`config.mk`:
```
export PLATFORM = sky130hd
export DESIGN_NAME = qunion_mux
export DESIGN_NICKNAME = d
export VERILOG_FILES = /design/src/rtl/qunion_pkg.sv /design/src/rtl/qunion_mux_arb.sv /design/src/rtl/qunion_mux.sv
export SDC_FILE = /design/constraint.sdc
export NUM_CORES = 1
export LEC_CHECK = 0
export ABC_AREA = 1
export ABC_CLOCK_PERIOD_IN_PS = 2100
export CORE_MARGIN = 8
export CORE_UTILIZATION = 37
export CTS_CLUSTER_DIAMETER = 100
export CTS_CLUSTER_SIZE = 14
export DETAILED_ROUTE_END_ITERATION = 10
export PLACE_DENSITY = 0.74
export SYNTH_ARGS = -nofsm -noshare
export SYNTH_HDL_FRONTEND = slang
export SYNTH_SLANG_ARGS = --single-unit
```
`constraint.sdc`:
```
create_clock -name clk -period 2.1 [get_ports clk]
set_input_delay 0.63 -clock clk [delete_from_list [all_inputs] [get_ports clk]]
set_output_delay 0.63 -clock clk [all_outputs]
set_load 0.05 [all_outputs]
```
`src/rtl/qunion_pkg.sv`:
```
// Shared types and helpers for the queue-stream blocks.
package qunion_pkg;

   localparam int unsigned QMAX_LVL = 16;

   typedef enum logic [1:0] {
      IDLE  = 2'd0,
      LOCK0 = 2'd1,
      LOCK1 = 2'd2
   } grant_state_t;

   // True when the lowest lvl eot bits are all set; lvl=0 closes on every item.
   function automatic logic qlast(input logic [QMAX_LVL-1:0] eot, input int unsigned lvl);
      logic r;
      r = 1'b1;
      for (int unsigned i = 0; i < QMAX_LVL; i++) begin
         if (i < lvl) r = r & eot[i];
      end
      return r;
   endfunction

endpackage

```
`src/rtl/qunion_mux_arb.sv`:
```
// Transaction-boundary arbiter: FSM, round-robin priority and grant decode.
module qunion_arb
   import qunion_pkg::*;
#(
   parameter int unsigned LVL      = 1,
   parameter int unsigned LOCK_LVL = LVL
) (
   input  logic           clk,
   input  logic           rst,
   input  logic           valid0,
   input  logic           valid1,
   input  logic [LVL-1:0] eot0,
   input  logic [LVL-1:0] eot1,
   input  logic           space,
   output logic           grant,
   output logic           grant_valid
);

   grant_state_t        state;
   grant_state_t        state_next;
   logic                prio;
   logic                prio_next;
   logic                last;
   logic                accept;
   logic [QMAX_LVL-1:0] eot_g;

   always_ff @(posedge clk) begin
      if (rst) begin
         state <= IDLE;
         prio  <= 1'b0;
      end else begin
         state <= state_next;
         prio  <= prio_next;
      end
   end

   always_comb begin
      grant = 1'b0;
      case (state)
         IDLE: begin
            if (valid0 && valid1) grant = prio;
            else                  grant = valid1;
         end
         LOCK0:   grant = 1'b0;
         LOCK1:   grant = 1'b1;
         default: grant = 1'b0;
      endcase

      grant_valid = grant ? valid1 : valid0;

      eot_g          = '0;
      eot_g[LVL-1:0] = grant ? eot1 : eot0;
      last           = qlast(eot_g, LOCK_LVL);
      accept         = grant_valid && space;

      state_next = state;
      prio_next  = prio;
      // Closing a transaction hands preference to the other input.
      if (accept && last) prio_next = ~grant;

      case (state)
         IDLE: begin
            if (accept && !last) state_next = grant ? LOCK1 : LOCK0;
         end
         LOCK0, LOCK1: begin
            if (accept && last) state_next = IDLE;
         end
         default: state_next = IDLE;
      endcase
   end

endmodule

```
`src/rtl/qunion_mux.sv`:
```
// Merges two queue streams into one tagged stream {eot, ctrl, data} behind a single output register.
module qunion_mux
   import qunion_pkg::*;
#(
   parameter int unsigned W_DIN0   = 16,
   parameter int unsigned W_DIN1   = 16,
   parameter int unsigned LVL      = 1,
   parameter int unsigned LOCK_LVL = LVL,
   parameter int unsigned W_DOUT   = (W_DIN0 > W_DIN1) ? W_DIN0 : W_DIN1
) (
   input  logic                    clk,
   input  logic                    rst,
   input  logic [LVL+W_DIN0-1:0]   din0,
   input  logic                    din0_valid,
   output logic                    din0_ready,
   input  logic [LVL+W_DIN1-1:0]   din1,
   input  logic                    din1_valid,
   output logic                    din1_ready,
   output logic [LVL+1+W_DOUT-1:0] dout,
   output logic                    dout_valid,
   input  logic                    dout_ready
);

   typedef struct packed {
      logic [LVL-1:0]    eot;
      logic              ctrl;
      logic [W_DOUT-1:0] data;
   } out_t;

   out_t out_q;
   out_t out_d;
   logic valid_q;
   logic space;
   logic grant;
   logic grant_valid;
   logic load;

   // Register can take a new item when empty or draining this cycle; never during reset.
   assign space = !rst && (!valid_q || dout_ready);

   qunion_arb #(
      .LVL      (LVL),
      .LOCK_LVL (LOCK_LVL)
   ) u_arb (
      .clk         (clk),
      .rst         (rst),
      .valid0      (din0_valid),
      .valid1      (din1_valid),
      .eot0        (din0[LVL+W_DIN0-1 -: LVL]),
      .eot1        (din1[LVL+W_DIN1-1 -: LVL]),
      .space       (space),
      .grant       (grant),
      .grant_valid (grant_valid)
   );

   assign load       = grant_valid && space;
   assign din0_ready = space && !grant;
   assign din1_ready = space && grant;

   always_comb begin
      out_d = '0;
      if (grant) begin
         out_d.eot              = din1[LVL+W_DIN1-1 -: LVL];
         out_d.ctrl             = 1'b1;
         out_d.data[W_DIN1-1:0] = din1[W_DIN1-1:0];
      end else begin
         out_d.eot              = din0[LVL+W_DIN0-1 -: LVL];
         out_d.ctrl             = 1'b0;
         out_d.data[W_DIN0-1:0] = din0[W_DIN0-1:0];
      end
   end

   always_ff @(posedge clk) begin
      if (rst) begin
         out_q   <= '0;
         valid_q <= 1'b0;
      end else if (load) begin
         out_q   <= out_d;
         valid_q <= 1'b1;
      end else if (dout_ready) begin
         valid_q <= 1'b0;
      end
   end

   assign dout       = out_q;
   assign dout_valid = valid_q;

endmodule

```
# [Yosys cells after proc, flatten, opt, wreduce, memory -nomap -nowiden]
# Index checks and enable logic that the tools add are counted.
[totals] out_inout_bits=21 ff_bits=22 wordCells=38
[op_classes] eq_ne=4 bitwise=1 reduce_logical=16 muxes=11
[ops] cell="$mux W18" count=1
[ops] cell="$logic_and A1 B1 Y1" count=7
[ops] cell="$mux W2" count=3
[ops] cell="$mux W1" count=5
[ops] cell="$logic_not A1 Y1" count=4
[ops] cell="$ne A2 B1 Y1 const B" count=2
[ops] cell="$pmux W2 S2" count=1
[ops] cell="$eq A2 B1 Y1 const B" count=1
[ops] cell="$eq A2 B2 Y1 const B" count=1
[ops] cell="$logic_not A2 Y1" count=1
[ops] cell="$pmux W1 S2" count=1
[ops] cell="$reduce_and A2 Y1" count=1
[ops] cell="$reduce_bool A2 Y1" count=1
[ops] cell="$reduce_or A2 Y1" count=1
[ops] cell="$logic_or A1 B1 Y1" count=1
[ops] cell="$not A1 Y1" count=1

# [Logic depth before layout (Yosys ltp)]
[logic_depth] word_depth=8 mapped_depth=14 depth_no_buf=14

# [Hierarchy]
# Synthesis repeated with hierarchy kept, for this count alone.
[hier_totals] cells_unflattened=222 hier_area_um2=1376.3
[modules_own_cells] mod="qunion_mux" cells_per_inst=178 seq_area_each_um2=380.4 instances=1 area_per_inst_um2=1056.0
[modules_own_cells] mod="qunion_arb" cells_per_inst=44 seq_area_each_um2=60.1 instances=1 area_per_inst_um2=320.3

# [Worst setup path before layout]
# No wires, ideal clock.
[synth_timing] path_type="input port to output port" from="input port din1_valid" to="output port din0_ready" arrival_ps=1812 path_buffers=2 path_slack_ps=-342 stages=7 cell_sequence="nand2_1 > inv_1 > nand2_2 > nand2_4 > buf_4 > buf_4 > nor2_1"
[synth_between] elab_chain_cells=5
[synth_rtl] item="start, declared" line="qunion_mux.sv:17" source="input logic din1_valid,"
[synth_rtl] item="$logic_and A1 B1 Y1" line="qunion_mux_arb.sv:41" source="if (valid0 && valid1) grant = prio;"
[synth_rtl] item="$mux W1 (*)" line="qunion_mux_arb.sv:41"
[synth_rtl] item="$pmux W1 S2 (*)" line="qunion_mux_arb.sv:39" source="case (state)"
[synth_rtl] item="$logic_not A1 Y1 (*)" line="qunion_mux.sv:57" source="assign din0_ready = space && !grant;"
[synth_rtl] item="$logic_and A1 B1 Y1 (*)" line="qunion_mux.sv:57"
[synth_rtl] item="end, declared" line="qunion_mux.sv:15" source="output logic din0_ready,"
# Every way passes the cells marked *; elsewhere a longest branch is shown, timed or not.

# [Worst setup path in the final report]
[layout_timing] from="input port din1_valid" to="output port din1_ready"
[layout_between] elab_chain_cells=4
[layout_rtl] item="$logic_and A1 B1 Y1" line="qunion_mux_arb.sv:41"
[layout_rtl] item="$mux W1 (*)" line="qunion_mux_arb.sv:41"
[layout_rtl] item="$pmux W1 S2 (*)" line="qunion_mux_arb.sv:39"
[layout_rtl] item="$logic_and A1 B1 Y1 (*)" line="qunion_mux.sv:58" source="assign din1_ready = space && grant;"
[layout_rtl] item="end, declared" line="qunion_mux.sv:18" source="output logic din1_ready,"
# Marked as above.

==> flow_summary.toml <==
[synth]
async_flop_share = 0
avgSynthCellArea_sq_um = 7.33
synthDistinctLibCells = 21
ys_top_cells_by_area = "dfxtp_1 42%, nand2_1 17%, a31oi_1 9.5%"
ys.flop_type = "dfxtp_1"
synthMuxAreaShare = 0
synth_top_family_by_area = "simple AND/OR/NAND/NOR gates"
synthCells = 143
synth_edf_count = 0
synthXorXnorAreaFrac = 0
yosysTopAreaCellShare = 0.420
ys_warn_count = 0
synth_compound_area_frac = 0.222
synth_simple_gate_area_frac = 0.245
syn_area_sq_mm = 0.00105
synthMostInstantiatedCell = "nand2_1"
synth_nets = 184
seq_area_frac_synth = 0.420
synth.largest_area_cell = "dfxtp_1"
ys_ff_latch = 22
synthAdderAreaFrac = 0.0239
synth_common_cells = "48 x nand2_1, 22 x dfxtp_1, 16 x a31oi_1"

[placed_design]
dp_hpwl_mm = 2.71
dpl.cell_count = 238
portBuffers = 59
routabilityCongestion = 0.739

[timing]
finalSetupViolations = 0
max_slew_margin = 0.872
period_needed_ns = 2.06
slew_violations = 0
worst_pin_slew_ns = 0.192
skew_ns = 0.00188
fin_crit_sh = 0.979
max_freq_mhz = 486
rsz0062_at_grt = "true"
hold_violations = 0

[power_and_ir_drop]
pwr-share-comb = 0.653
p_per_area_mw_per_mm2 = 1210
p_clk_frac = 0.083
power.leakage_nw = 0.799
p_int_mw = 1.14
pwr-share-seq = 0.264
p_sw_mw = 1.05
vdd_drop_max_uv = 796
switching_share = 0.479

[die]
die_h_microns = 69.2
dieArea_sq_mm = 0.00479
start_util = 0.384
core-area_sq_mm = 0.00273
num_io_pins = 60
rows = 19
fp.dieW_microns = 69.2

[drt]
wire_per_inst_microns = 14.2
wl_met3_microns = 322
drc = 0
drt_iter0_drc = 37
drt-total-wl_mm = 3.47
final_antenna_net_count = 0
route.met2.wl_mm = 1.65
vias_per_cell = 4.96
drt-met1-wl_mm = 1.46
highest-signal-layer = "met4"
firstDrtPassIters = 4
via_count = 1216

[cells_and_area]
seqCellArea_sq_um = 443
syn_to_final_growth_pct = 73.2
multi_input_area_sq_um = 564
stdcell_count = 245
nFillCells = 228
drive_gt1_frac = 0.285
diodes = 0
fin_nets = 257
finish.utilization = 0.664

[critical_path]
critical_path_class = "in2out"
slowest_delay_ns = 0.23
slowest_stage = "dlygate4sd2_1"
path_cells = "dlygate4sd2_1 > nand2_2 > inv_2 > nand2_2 > nand2_4 > inv_4 > nor2_4 > buf_12"
cp_common_cell = "nand2_2"
end_kind = "output port"
cp-start-kind = "input port"
cp_num_buf_inv = 4
cp_max_fo = 4
worst_ep_arrival_time_ns = 1.43
cp_top_family = "buffers and inverters"
crit_required_ns = 1.47

[clocking]
cts_buffers = 3
clkTransAtPathRegs_ns = 0.11
cts-hold-fix-buffers = 0
insertion_delay_ns = 0.29
cts_root_buffer = "clkbuf_4"
cts_sinks = 22
cts_tree = "done"
htreeDepth = 1
cts_buffer_depth = 2

[global_route]
grt_first_pass_wirelength_mm = 5.62
grt_max_degree = 20
antenna_found_initial = 0
grt_pass1_vias = 1224
overflow = 0
grtUsageTotal = 0.136

[flow_run]
maxCapViolCount = 0

[status]
status = "finished clean"

[worst_hold_path]
hold_path.class = "reg2reg"
==> sequential cells by signal (all words and copies together) (netlist names) <==
register / flops
dout_valid: 1
u_arb.state: 2
dout: 18
u_arb.prio: 1
==> tightest hold or removal path: cells and delay by family, from the launching register on <==
family          cells  cell delay (ns)
flops               1             0.33
simple gates        1             0.06
compound gates      1             0.05
==> cells in the final DEF (no fill, tap or decap), drive strengths merged <==
master,n
nand3,3
nand4,1
o21ai,18
clkdlybuf4s50,34
nand2,52
a31oi,16
nor2,4
dlygate4sd2,4
dfxtp,22
inv,11
a21oi,7
clkbuf,3
buf,37
ha,2
==> cells by family (layout without fill, tap and decap cells) <==
family / count (synthesis) / after routing
fa+ha+maj: 2 / 2
flops: 22 / 22
simple gates: 60 / 60
buf+inv: 18 / 89
compound gates: 41 / 41
==> stage by stage <==
stage,cell area [sq um],power (mW),TNS [ns],hold WS (ns),setup WS [ns]
3_3_place_gp,1730,1.86,-3.25,0.445,-0.223
4_1_cts,1780,2.13,0,0.475,0.000983
6_report,1820,2.20,0,0.474,0.0434
5_1_grt,1820,2.34,-0.0212,0.499,-0.0212
3_5_place_dp,1730,1.90,-4.41,0.458,-0.256
2_1_floorplan,1060,1.46,0,0.429,0.0427
==> worst paths after layout <==
kind	start	endpoint	slack, ns	cells after the start
hold reg to reg	dout[17]$_SDFFE_PP0P_	dout[17]$_SDFFE_PP0P_	0.47	2
setup reg to reg	u_arb.state[0]$_SDFFE_PP0P_	u_arb.state[0]$_SDFFE_PP0P_	0.30	14
setup / recovery	din1_valid	din1_ready	0.04	8
hold / removal	dout[17]$_SDFFE_PP0P_	dout[17]$_SDFFE_PP0P_	0.47	2
==> power groups by stage <==
| stage | clock (mW) | sequential [mW] | combinational (mW) |
|---|---|---|---|
| after floorplan | 0 | 0.839 | 0.616 |
| after global routing | 0.208 | 0.589 | 1.55 |
| after global placement | 0 | 0.572 | 1.29 |
| final | 0.183 | 0.579 | 1.43 |
| after detailed placement | 0 | 0.581 | 1.32 |
| after CTS | 0.189 | 0.577 | 1.37 |
==> layer usage <==
layer,vias to the layer above,global-route usage
met1,545,0.156
met4,0,0.0501
met2,47,0.218
met3,4,0.0572
met5,-,0
li1,620,-
==> cell type report <==
type / count / area share
sequential: 22 / 0.244
clock buffer: 3 / 0.0124
timing repair buffer: 75 / 0.387
tap: 31 / 0.0214
multi-input combinational: 103 / 0.311
inverter: 11 / 0.0241
==> what timing repair did <==
| item | CTS | global route |
|---|---|---|
| cloned | 0 | 0 |
| buffers inserted | 1 | 3 |
| gates resized for setup | 13 | 6 |
| pin swaps | 6 | 5 |
| endpoints found under the setup margin | 2 | 2 |
No activity file was read; power rests on OpenSTA's default activity.
